**src/rtl/mul_seq.sv**
```systemverilog
// Iterative shift-and-add multiplier for the RV32M multiply group (MUL/MULH/MULHSU/MULHU).
// Works on operand magnitudes one multiplier bit per clock, then applies the sign in a final cycle.
module mul_seq #(
  parameter int unsigned N = 32
) (
  input  logic         clk,
  input  logic         reset,
  input  logic         start,
  input  logic [1:0]   op,
  input  logic [N-1:0] a,
  input  logic [N-1:0] b,
  output logic         busy,
  output logic         done,
  output logic [N-1:0] result
);

  localparam int unsigned CW = $clog2(N);
  localparam int unsigned W2 = 2 * N;

  localparam logic [1:0] S_IDLE = 2'd0;
  localparam logic [1:0] S_RUN  = 2'd1;
  localparam logic [1:0] S_FIN  = 2'd2;

  localparam logic [1:0] OP_MUL   = 2'b00;
  localparam logic [1:0] OP_MULHU = 2'b11;

  logic [1:0]    r_state, w_state_nx;
  logic [1:0]    r_op, w_op_nx;
  logic          r_neg, w_neg_nx;
  logic [N-1:0]  r_mcand, w_mcand_nx;
  logic [W2-1:0] r_acc, w_acc_nx;
  logic [CW-1:0] r_cnt, w_cnt_nx;
  logic          r_busy, w_busy_nx;
  logic          r_done, w_done_nx;
  logic [N-1:0]  r_result, w_result_nx;

  logic          w_a_neg, w_b_neg;
  logic [N-1:0]  w_a_mag, w_b_mag;
  logic [N:0]    w_sum;
  logic [W2-1:0] w_prod;

  // a is signed for every op except MULHU; b only for MUL/MULH
  assign w_a_neg = (op != OP_MULHU) & a[N-1];
  assign w_b_neg = ~op[1] & b[N-1];
  assign w_a_mag = w_a_neg ? (~a + N'(1)) : a;
  assign w_b_mag = w_b_neg ? (~b + N'(1)) : b;

  // Carry-out kept so the partial product never overflows the upper half
  assign w_sum  = {1'b0, r_acc[W2-1:N]} + (r_acc[0] ? {1'b0, r_mcand} : {(N+1){1'b0}});
  assign w_prod = r_neg ? (~r_acc + W2'(1)) : r_acc;

  always_comb begin
    w_state_nx  = r_state;
    w_op_nx     = r_op;
    w_neg_nx    = r_neg;
    w_mcand_nx  = r_mcand;
    w_acc_nx    = r_acc;
    w_cnt_nx    = r_cnt;
    w_busy_nx   = r_busy;
    w_done_nx   = 1'b0;
    w_result_nx = r_result;
    case (r_state)
      S_IDLE: begin
        if (start) begin
          w_state_nx = S_RUN;
          w_op_nx    = op;
          w_neg_nx   = w_a_neg ^ w_b_neg;
          w_mcand_nx = w_a_mag;
          w_acc_nx   = {{N{1'b0}}, w_b_mag};
          w_cnt_nx   = '0;
          w_busy_nx  = 1'b1;
        end
      end
      S_RUN: begin
        w_acc_nx = {w_sum, r_acc[N-1:1]};
        w_cnt_nx = r_cnt + CW'(1);
        if (r_cnt == CW'(N - 1)) begin
          w_state_nx = S_FIN;
        end
      end
      S_FIN: begin
        w_result_nx = (r_op == OP_MUL) ? w_prod[N-1:0] : w_prod[W2-1:N];
        w_done_nx   = 1'b1;
        w_busy_nx   = 1'b0;
        w_state_nx  = S_IDLE;
      end
      default: begin
        w_state_nx = S_IDLE;
        w_busy_nx  = 1'b0;
      end
    endcase
  end

  always_ff @(posedge clk) begin
    if (reset) begin
      r_state  <= S_IDLE;
      r_op     <= '0;
      r_neg    <= 1'b0;
      r_mcand  <= '0;
      r_acc    <= '0;
      r_cnt    <= '0;
      r_busy   <= 1'b0;
      r_done   <= 1'b0;
      r_result <= '0;
    end else begin
      r_state  <= w_state_nx;
      r_op     <= w_op_nx;
      r_neg    <= w_neg_nx;
      r_mcand  <= w_mcand_nx;
      r_acc    <= w_acc_nx;
      r_cnt    <= w_cnt_nx;
      r_busy   <= w_busy_nx;
      r_done   <= w_done_nx;
      r_result <= w_result_nx;
    end
  end

  assign busy   = r_busy;
  assign done   = r_done;
  assign result = r_result;

endmodule

```
**config.mk**
```make
export PLATFORM = sky130hd
export DESIGN_NAME = mul_seq
export DESIGN_NICKNAME = d
export VERILOG_FILES = /design/src/rtl/mul_seq.sv
export SDC_FILE = /design/constraint.sdc
export NUM_CORES = 1
export LEC_CHECK = 0
export CELL_PAD_IN_SITES_DETAIL_PLACEMENT = 0
export CELL_PAD_IN_SITES_GLOBAL_PLACEMENT = 2
export CORE_MARGIN = 4
export CORE_UTILIZATION = 36
export DETAILED_ROUTE_END_ITERATION = 16
export PLACE_DENSITY_LB_ADDON = 0.05
export SETUP_SLACK_MARGIN = 0.02
export SYNTH_ARGS = -nofsm -noshare
export SYNTH_HDL_FRONTEND = slang
export SYNTH_SLANG_ARGS = --single-unit
export TNS_END_PERCENT = 50
```
**constraint.sdc**
```tcl
create_clock -name clk -period 5.4 [get_ports clk]
set_input_delay 0.81 -clock clk [delete_from_list [all_inputs] [get_ports clk]]
set_output_delay 0.81 -clock clk [all_outputs]
set_load 0.02 [all_outputs]
```
# Yosys cells after proc, flatten, opt, wreduce, memory -nomap -nowiden
# Index checks and enable logic that the tools add are counted.
# classes
n_mux	15
n_addsub	5
n_eq_ne	6
bitwise_logic	8
n_reduce_logical	7
# op_table
cell	n
$mux W32	4
$mux W64	2
$pmux W64 S2	1
$add A32 B1 Y32 const B	2
$add A64 B1 Y64 const B	1
$not A32 Y32	2
$not A64 Y64	1
$add A32 B32 Y33	1
$pmux W5 S2	1
$reduce_and A2 Y1	4
$ne A2 B2 Y1 const B	3
$add A5 B1 Y5 const B	1
$eq A5 B5 Y1 const B	1
$mux W5	1
$logic_not A2 Y1	2
$mux W2	2
$pmux W2 S2	1
$and A1 B1 Y1	2
$eq A2 B1 Y1 const B	1
$eq A2 B2 Y1 const B	1
$mux W1	2
$not A1 Y1	2
$pmux W1 S2	1
$reduce_bool A2 Y1	1
$xor A1 B1 Y1	1
# word_totals
out_inout_bits	34
elab_cells	50
in_bits	69
ff_bits	140

# Depth between registers and ports, before layout
# logic_depth
depth_word	5
ltp_mapped	15
mapped_depth_nobuf	13

# Least setup slack after synthesis
# Ideal clock, no wire load.
# synth_path
path_kind	register to register
startpoint	register r_acc[0]
endpoint	register r_acc[61]
arrival_ns	3.198
n_path_buf	2
t_required_ns	5.278
path_stages_with_launch	16
setup_ns	0.122
period_less_slack_ns	3.321
path_slack_ns	2.079
cell_sequence	dfxtp_1 > clkbuf_1 > clkbuf_1 > and2_1 > ha_1 > inv_1 > fa_1 > nand2b_1 > a21oi_1 > o2111a_1 > o2111a_1 > a21oi_1 > o31ai_1 > a41o_1 > mux2i_1 > nand3_1
# synth_via
elab_chain_cells	3
# synth_lines
item	line_no	text
start, declared	31	logic [W2-1:0] r_acc, w_acc_nx;
start signal, assigned	110	r_acc <= w_acc_nx;
$mux W32	49	assign w_sum = {1'b0, r_acc[W2-1:N]} + (r_acc[0] ? {1'b0, r_mcand} : {(N+1){1'b0}});
$add A32 B32 Y33	49	
$pmux W64 S2	62	case (r_state)
# Every way passes these cells.
# A chain may end at the register's enable or synchronous reset.

# Worst setup path after layout
# Same ends and word-level chain as after synthesis.

==> impl_metrics.toml <==
[route]
drc = 0
vias_per_cell = 5.58
ant_nets = 0
drt_iter0_drc = 532
wl_per_cell_um = 18.1
first_pass_iters = 5
wirelength_mm = 30.1
via_count = 9269

[logic_synthesis]
synth_edf_count = 0
ys_seq_elements = 140
async_reset_ff_share_pct = 0
syn_area_sq_um = 9610
ys_types = 61
yosys.area.top_type_share_pct = 29.2
synth_area_leaders = "dfxtp_1 29%, xnor2_1 6.1%, a21oi_1 6.1%"
netlist.top_cell.by_area = "dfxtp_1"
yosysWarningCount = 0
ys_seq_area_share_pct = 29.2
syn_inst = 1258
avgSynthCellArea_sq_um = 7.64
syn_nets = 1365
synthFlopType = "dfxtp_1"

[sta]
skew_ns = 0.0139
rsz0062_at_grt = "no"
drv_slew = 0
hold_violations = 0
tns_ns = 0
period_needed_ns = 4.34
slew_headroom_pct = 17.6
timing.final.crit_share_pct = 80.3
fmax_ghz = 0.231
timing.hold.ws_ns = 0.435
setup_viol = 0
tightest_slew_ns = 1.22

[floorplan]
core-area_sq_um = 26100
start_util_pct = 36.8
die-width_um = 171
dieArea_sq_um = 29400
die_h_um = 171
row_count = 59
ioPinCount = 103

[place]
place_congestion = 0.847
post-dp-hpwl_mm = 22.9
placed_cell_area_sq_um = 10800
placed_cells_incl_taps = 1628
io_buffers = 102

[power]
leakagePower_nw = 4.32
pwr-share-clk_pct = 41.9
p_switching_uw = 904
seqPwrFrac_pct = 39.6
p_per_area_nw_per_um2 = 253
ir_drop_mv = 0.179
combPwrFrac_pct = 18.5
internal_power_mw = 1.99
switching_share_pct = 31.3

[global_route]
grt_max_degree = 66
grt_pass1_wl_mm = 48.2
grt_usage_pct = 20.4
grt_pass1_vias = 8801
grt-ovfl-total = 0
antenna_found_initial = 0

[layout]
synthToLayoutAreaGrowth_pct = 19.0
nFillCells = 2775
final_area_sq_um = 11400
num_antenna_cells = 0
drive_gt1_share_pct = 5.36
final_nets = 1419
fin_cells = 1660

[clock_tree]
cts_made_buffers = 17
clk_pin_slew_worst_paths_ns = 0.06
cts_tree = "done"
cts_resized = 0
cts-root-buf = "clkbuf_16"
clockBufferDepth = 2
postCtsSetupRepairBufs = 0
htree_levels = 4
hold_buffers = 0
insertion_delay_ns = 0.44
numClockSinks = 140

[setup_path]
crit_type = "reg2reg"
path_max_fanout = 37
endpoint_kind = "register"
cp.required_ns = 5.71
arrival_ns = 4.65
cp-start-kind = "register"
crit_path_max_incr_delay_ns = 1.05
path_buf_inv = 1
cp_slowest_cell = "dfxtp_1"
cp_cell_sequence = "and2_1 -> ha_1 -> inv_1 -> fa_1 -> nand2b_1 -> a21oi_1 -> o2111a_1 -> o2111a_1 -> a21oi_1 -> o31ai_1 -> a41o_1 -> mux2i_1 -> nand3_1"
cp_top_family = "compound AO/OA/AOI/OAI gates"

[worst_hold_path]
hp-class = "reg2reg"

[flow_run]
max_cap_viol_count = 0

[status]
outcome = "completed"
## cells in the final DEF, fill, tap and decap left out, types with 5 or more instances in the layout
master,Yosys,routed
o22ai_1,13,13
a311oi_1,9,9
inv_1,21,21
nor2_1,102,99
and2_1,37,37
nor4_1,9,9
clkbuf_16,0,17
nand2_1,136,136
nand3_1,33,33
xor2_1,57,57
clkinv_4,0,5
buf_4,0,14
nand2b_1,17,17
o21ai_0,81,81
or4_1,10,10
or3_1,22,22
a31oi_1,7,7
nand4_1,6,6
clkdlybuf4s50_1,0,101
a22o_1,7,7
o211ai_1,13,13
a211oi_1,33,33
o21bai_1,6,6
xnor2_1,67,67
nor2b_1,9,9
o21ai_1,5,5
inv_6,0,5
a21o_1,21,21
nor3_1,25,24
and3_1,8,8
o31ai_1,31,31
o41ai_1,14,14
a21oi_1,117,117
or2_2,5,5
a22oi_1,29,29
dfxtp_1,140,139
ha_1,37,37
## final cells by class
cell class | count | area (sq um) | share of cell area [%]
repair buffers | 115 | 1120 | 9.76
well taps | 335 | 419 | 3.67
clock buffers | 18 | 429 | 3.75
multi-input cells | 1017 | 6430 | 56.2
flip-flops and latches | 140 | 2800 | 24.5
inverters | 21 | 78.8 | 0.689
clock inverters | 14 | 160 | 1.40
## power by group through the flow
stage          Combinational [mW]  Clock [mW]  Sequential, mW
2_1_floorplan               0.379           0            1.13
3_3_place_gp                0.535           0            1.17
3_5_place_dp                0.536           0            1.17
4_1_cts                     0.538        1.24            1.14
5_1_grt                     0.597        1.28            1.15
6_report                    0.535        1.21            1.14
## worst paths after layout
check	start	end	slack, ns	cells after the start
worst min-delay path	result[21]$_SDFFE_PP0P_	result[21]$_SDFFE_PP0P_	0.44	2
worst max-delay path	r_acc[0]$_SDFFE_PP0P_	r_acc[61]$_SDFFE_PP0P_	1.06	13
worst max register to register	r_acc[0]$_SDFFE_PP0P_	r_acc[61]$_SDFFE_PP0P_	1.06	13
worst min register to register	result[21]$_SDFFE_PP0P_	result[21]$_SDFFE_PP0P_	0.44	2
## cells in the mapped netlist (all sizes together) (4+ instances only)
master / instances
a31oi: 7
a22oi: 29
o211ai: 13
clkbuf: 71
or3: 25
nand2b: 17
nor2: 102
o22ai: 13
inv: 21
or2: 5
o21ai: 87
nand3: 34
and2: 37
xnor2: 67
ha: 37
or4: 14
nand2: 136
a311oi: 9
o41ai: 15
o31ai: 31
buf: 9
and3: 8
a211oi: 33
nor3: 28
nor4: 10
dfxtp: 140
o21bai: 6
o311ai: 4
nor2b: 9
nor3b: 5
a21oi: 117
a22o: 7
nand4: 6
a21o: 21
xor2: 57
## cell families after synthesis
group	after synthesis	synth area share, %
AND/OR/NAND/NOR	443	22.8
AO/OA/AOI/OAI	410	27.4
flip-flops	140	29.2
XOR/XNOR	124	11.3
buffers and inverters	101	4.13
adder cells (fa/ha/maj)	38	5.03
multiplexers	2	0.208
## layer usage
| layer | global-route usage (%) | wire (um) | vias to the layer above |
|---|---|---|---|
| met5 | 0 | 0 | - |
| met3 | 3.45 | 1100 | 27 |
| met1 | 29.0 | 14800 | 4375 |
| li1 | - | - | 4700 |
| met2 | 32.8 | 13800 | 167 |
| met4 | 4.13 | 325 | 0 |
## registers in the layout (all words and copies together) (netlist names)
name and cells:
r_state 2, r_op 2, result 32, r_acc 64, done 1, busy 1, r_mcand 32, r_cnt 5
r_neg 1
## per-stage QoR
step | power (mW) | util [%] | worst slack [ns]
2_1_floorplan | 1.51 | - | 2.08
3_3_place_gp | 1.70 | 41.5 | 1.21
6_report | 2.89 | 43.8 | 1.06
4_1_cts | 2.92 | 43.8 | 1.14
5_1_grt | 3.02 | 43.8 | 0.698
3_5_place_dp | 1.70 | 41.5 | 1.17
## worst reg2reg max path: stages (launching register included)
cell and delay, ns:
dfxtp_1 1.05, and2_1 0.25, ha_1 0.16, inv_1 0.05
fa_1 0.37, nand2b_1 0.19, a21oi_1 0.25, o2111a_1 0.28
o2111a_1 0.31, a21oi_1 0.13, o31ai_1 0.56, a41o_1 0.32
mux2i_1 0.21, nand3_1 0.09
(Power assumes the default switching activity.)
